<file path="config.mk">
export PLATFORM = sky130hd
export DESIGN_NAME = branch_resolution_unit
export DESIGN_NICKNAME = d
export VERILOG_FILES = /design/src/rtl/branch_resolution_unit.sv
export SDC_FILE = /design/constraint.sdc
export NUM_CORES = 1
export LEC_CHECK = 0
export CAP_MARGIN = 30
export CORE_UTILIZATION = 41
export CTS_CLUSTER_SIZE = 8
export DETAILED_ROUTE_END_ITERATION = 6
export PLACE_DENSITY = 0.68
export SYNTH_ARGS = -nofsm -noshare
export SYNTH_HDL_FRONTEND = slang
export SYNTH_SLANG_ARGS = --single-unit
</file>
<file path="constraint.sdc">
create_clock -name clk_i -period 5.1 [get_ports clk_i]
set_input_delay 0.765 -clock clk_i [delete_from_list [all_inputs] [get_ports clk_i]]
set_output_delay 0.765 -clock clk_i [all_outputs]
set_load 0.01 [all_outputs]
</file>
<file path="src/rtl/branch_resolution_unit.sv">
// Carries each fetch-stage prediction through the D and E registers, resolves it in E and
// drives the predictor's training interface. Define BRANCH_STATS_EN for branch/mispredict counters.
module branch_resolution_unit #(
  parameter int WIDTH     = 32,
  parameter int CNT_WIDTH = 32
) (
  input  logic             clk_i,
  input  logic             reset_i,
  input  logic             stall_d_i,
  input  logic             flush_d_i,
  input  logic             flush_e_i,
  input  logic             pc_src_pred_f_i,
  input  logic [WIDTH-1:0] pred_target_f_i,
  input  logic [WIDTH-1:0] pc_plus4_f_i,
  input  logic             branch_e_i,
  input  logic             pc_src_res_e_i,
  input  logic [WIDTH-1:0] target_e_i,
  output logic             pc_src_pred_e_o,
  output logic             mispredict_e_o,
  output logic [WIDTH-1:0] redirect_pc_o,
  output logic             update_en_o,
  output logic             update_taken_o
`ifdef BRANCH_STATS_EN
  ,
  output logic [CNT_WIDTH-1:0] branch_cnt_o,
  output logic [CNT_WIDTH-1:0] mispredict_cnt_o
`endif
);

  if (WIDTH < 1 || CNT_WIDTH < 1) begin : g_param_check
    $error("branch_resolution_unit: WIDTH and CNT_WIDTH must be at least 1");
  end

  logic             valid_d;
  logic             pred_d;
  logic [WIDTH-1:0] pred_target_d;
  logic [WIDTH-1:0] pc_plus4_d;

  logic             valid_e;
  logic             pred_e;
  logic [WIDTH-1:0] pred_target_e;
  logic [WIDTH-1:0] pc_plus4_e;

  logic kill;
  logic valid_br_e;
  logic dir_miss;
  logic tgt_miss;

  // A mispredict squashes both younger wrong-path slots, even when D is stalled.
  assign kill = mispredict_e_o;

  always_ff @(posedge clk_i or posedge reset_i) begin
    if (reset_i) begin
      valid_d       <= 1'b0;
      pred_d        <= 1'b0;
      pred_target_d <= '0;
      pc_plus4_d    <= '0;
    end else if (kill || flush_d_i) begin
      valid_d       <= 1'b0;
      pred_d        <= 1'b0;
      pred_target_d <= '0;
      pc_plus4_d    <= '0;
    end else if (!stall_d_i) begin
      valid_d       <= 1'b1;
      pred_d        <= pc_src_pred_f_i;
      pred_target_d <= pred_target_f_i;
      pc_plus4_d    <= pc_plus4_f_i;
    end
  end

  always_ff @(posedge clk_i or posedge reset_i) begin
    if (reset_i) begin
      valid_e       <= 1'b0;
      pred_e        <= 1'b0;
      pred_target_e <= '0;
      pc_plus4_e    <= '0;
    end else if (kill || flush_e_i) begin
      valid_e       <= 1'b0;
      pred_e        <= 1'b0;
      pred_target_e <= '0;
      pc_plus4_e    <= '0;
    end else begin
      valid_e       <= valid_d;
      pred_e        <= pred_d;
      pred_target_e <= pred_target_d;
      pc_plus4_e    <= pc_plus4_d;
    end
  end

  always_comb begin
    valid_br_e = valid_e & branch_e_i;
    dir_miss   = pred_e ^ pc_src_res_e_i;
    // Both taken but to different places still needs a redirect.
    tgt_miss   = pred_e & pc_src_res_e_i & (pred_target_e != target_e_i);
  end

  // Outputs fed straight from E-stage inputs are held at 0 while reset is asserted.
  assign mispredict_e_o  = valid_br_e & (dir_miss | tgt_miss);
  assign redirect_pc_o   = reset_i ? '0 : (pc_src_res_e_i ? target_e_i : pc_plus4_e);
  assign update_en_o     = valid_br_e;
  assign update_taken_o  = pc_src_res_e_i & ~reset_i;
  assign pc_src_pred_e_o = pred_e & valid_e;

`ifdef BRANCH_STATS_EN
  always_ff @(posedge clk_i or posedge reset_i) begin
    if (reset_i) begin
      branch_cnt_o     <= '0;
      mispredict_cnt_o <= '0;
    end else begin
      if (update_en_o && (branch_cnt_o != '1)) begin
        branch_cnt_o <= branch_cnt_o + CNT_WIDTH'(1);
      end
      if (mispredict_e_o && (mispredict_cnt_o != '1)) begin
        mispredict_cnt_o <= mispredict_cnt_o + CNT_WIDTH'(1);
      end
    end
  end
`endif

endmodule

</file>
==> results.tsv <==
metric	value	unit
outcome	finished, final reports clean	
max incr delay on CP	0.57	ns
GRT Resource Usage Total	0.206	
Pint	1.99	mW
flop2flop setup slack	2.49	ns
launching point of the worst reg2reg path	pred_target_e[29]$_DFF_PP0_	
Yosys reg bits	132	
cell area after layout	8090	um2
# setup viols final	0	
max_slew headroom	0.209	
DR iter-0 viols	153	
Max Root-Sink Buffers	2	
FP Rows	43	
area delta synth->final	35.5	%
Final Skew	0.00711	ns
area leader, netlist	dfrtp_1	
CTS Buf Count	17	
critical path class	input pin to output port	
die area	15100	um2
Slowest cell on crit path	nor4_2	
Layout Nets	720	
DR pass1 iterations	4	
hold_buf cts	0	
number of global-route vias before repair	4293	
DP Area	7520	um2
initial antenna violation count	1	
total wire length	14.5	mm
most common cell in the synthesized netlist	dfrtp_1	
Skew-Pair Late Insertion Delay	0.41	ns
I/O pin total	140	
Initial Util	0.425	
post-synth cell types	23	
H-tree Lvls	4	
VDD IR max	0.000223	V
drt wl/cell	17.9	um
Required @ worst endpoint	4.34	ns
Syn Inst Count	486	
total leakage power	3.67	nW
setup TNS	0	ns
Clk network pwr share	0.432	
Max-Cap Viols	0	
Reg2Reg Capture Point	pc_plus4_e[7]$_DFF_PP0_	
Final Hold Vio Count	0	
CP endpoint kind	output port	
# Post-CTS Setup Buffers	0	
DRC viols	0	
Hold Path Depth	1	
sw frac	0.231	
WP data arrival	3.17	ns
CTS Sinks	132	
ANT cells	0	
first-pass GRT wire length	22.6	mm
Cell Chain, Critical Path	clkdlybuf4s50_1, xnor2_1, nand4_1, nor4_2, a21boi_0, o21a_1, clkdlybuf4s50_1	
via count	4006	
RSZ-0062 raised after global routing	no	
EDFF count, synth	0	
Die Wd	123	um
placer congestion estimate	0.794	
share of layout cells above drive strength 1	0.131	
post-DP HPWL	9.96	mm
Pwr Density	320	nW/um2
Pins Over Slew Limit	0	
GR Overflow Total	0	
worst r2r path cells	6	
Net Switching	0.598	mW
FMAX	254	MHz
post-CTS sizing	0	
Seq pwr share	0.434	
worst hold endpoint	pc_plus4_e[27]$_DFF_PP0_	
Mapped Area	5970	um2
crit path launch type	input pin	
post-route antenna net violation count	0	
most common flop cell mapped by yosys	dfrtp_1	
post-route clock period utilization	0.772	
Comb pwr share	0.134	
Synth Area per Inst	12.3	um2
worst-margin pin slew	1.19	ns
asr flop ratio synth	1.00	
synth top area cells	dfrtp_1 (55%), mux2i_1 (16%), nor2b_1 (7.1%)	
sequential area share after synthesis	0.553	
input/output buffers	139	
Hold WC Path Type	flip-flop to flip-flop	
CTS tree	built	
YS warnings	0	
Core Area	14000	um2
Die Y	123	um
Syn Nets	591	
cell mode on critical path	clkdlybuf4s50_1	
Period minus WS final	3.94	ns
Clock transition at path regs	0.05	ns
Vias/cell	4.97	
CTS Root Cell	clkbuf_16	
CP max FO	3	
maximum number of pins on one net before global-route repair	107	
min-delay src	pc_plus4_d[27]$_DFFE_PP0P_	
Commonest cells post-synth	dfrtp_1 (132), mux2i_1 (97), nor2b_1 (68), nor3_2 (40), nor2_1 (33)	
Synth top area share	0.553	
==> cells in the final DEF (no fill, tap or decap) <==
cell             count
a21boi_0             1
a21o_4               1
a21oi_4              1
a32oi_4              1
and2_1               2
buf_12               1
buf_16               2
buf_2                1
buf_4                6
bufinv_16            1
clkbuf_1             4
clkbuf_16           17
clkbuf_8             4
clkdlybuf4s50_1    137
clkinv_2             4
dfrtp_1            132
ha_1                 1
inv_1                1
inv_6                1
mux2i_1             97
nand4_1              8
nor2_1              33
nor2b_1             68
nor3_1              26
nor3_2              40
nor4_2               2
o21a_1               1
o21ai_0              1
xnor2_1             32
==> critical path: cells and delay by family <==
kind | cells | cell delay [ns]
xor+xnor | 1 | 0.30
compound gates | 2 | 0.42
simple gates | 2 | 0.74
buf+inv | 2 | 0.94
==> kinds of logic (layout without fill, tap and decap cells) <==
family / after synthesis / after routing / synth area share
AND/OR/NAND/NOR: 179 / 179 / 0.195
multiplexers: 97 / 97 / 0.163
buffers and inverters: 39 / 179 / 0.0331
AO/OA/AOI/OAI: 6 / 6 / 0.00691
XOR/XNOR: 32 / 32 / 0.0469
flip-flops: 132 / 132 / 0.553
adder cells (fa/ha/maj): 1 / 1 / 0.00209
==> how the worst max path moves through the flow <==
stage | startpoint | end | cells after the start
final | target_e_i[29] | mispredict_e_o | 7
after detailed placement | target_e_i[31] | mispredict_e_o | 7
after global routing | target_e_i[31] | mispredict_e_o | 7
after global placement | target_e_i[31] | mispredict_e_o | 7
after CTS | target_e_i[31] | mispredict_e_o | 7
after floorplan | reset_i | pc_plus4_d[0]$_DFFE_PP0P_ | 3
==> per-stage QoR <==
stage / hold WS, ns / setup WS (ns) / total power, mW / std cells / util
6_report: 0.488 / 1.16 / 2.59 / 806 / 0.576
5_1_grt: 0.504 / 1.06 / 2.69 / 806 / 0.576
4_1_cts: 0.488 / 1.15 / 2.62 / 805 / 0.574
3_5_place_dp: 0.481 / 1.17 / 1.49 / 775 / 0.536
3_3_place_gp: 0.475 / 1.21 / 1.48 / 774 / 0.534
2_1_floorplan: 0.464 / 0.441 / 1.32 / 486 / -
==> routing by layer <==
layer / global-route usage / part of all wire / up-vias
li1: - / - / 1892
met1: 0.261 / 0.43 / 1956
met2: 0.336 / 0.48 / 130
met3: 0.0567 / 0.064 / 26
met4: 0.0777 / 0.020 / 2
met5: 0 / 0.0010 / -
==> power by group through the flow <==
stage	Clock (mW)	Combinational, mW	Sequential [mW]
floorplan	0	0.188	1.13
global placement	0	0.342	1.14
detailed placement	0	0.347	1.14
CTS	1.14	0.349	1.12
global route	1.19	0.375	1.13
finish	1.12	0.346	1.12
==> cell type report <==
cell class | instances | area [um2]
clock buffers | 25 | 495
clock inverters | 5 | 50.0
fillers | 1170 | 5950
inverters | 2 | 12.5
multi-input cells | 315 | 2510
flip-flops and latches | 132 | 3300
well taps | 180 | 225
repair buffers | 147 | 1500
==> flip-flops by register name, summed over array words and instances, names as in the netlist <==
name / flops
pc_plus4_e: 32
valid_d: 1
pred_d: 1
pc_plus4_d: 32
pred_target_e: 32
pred_e: 1
valid_e: 1
pred_target_d: 32
(Power assumes the default switching activity.)
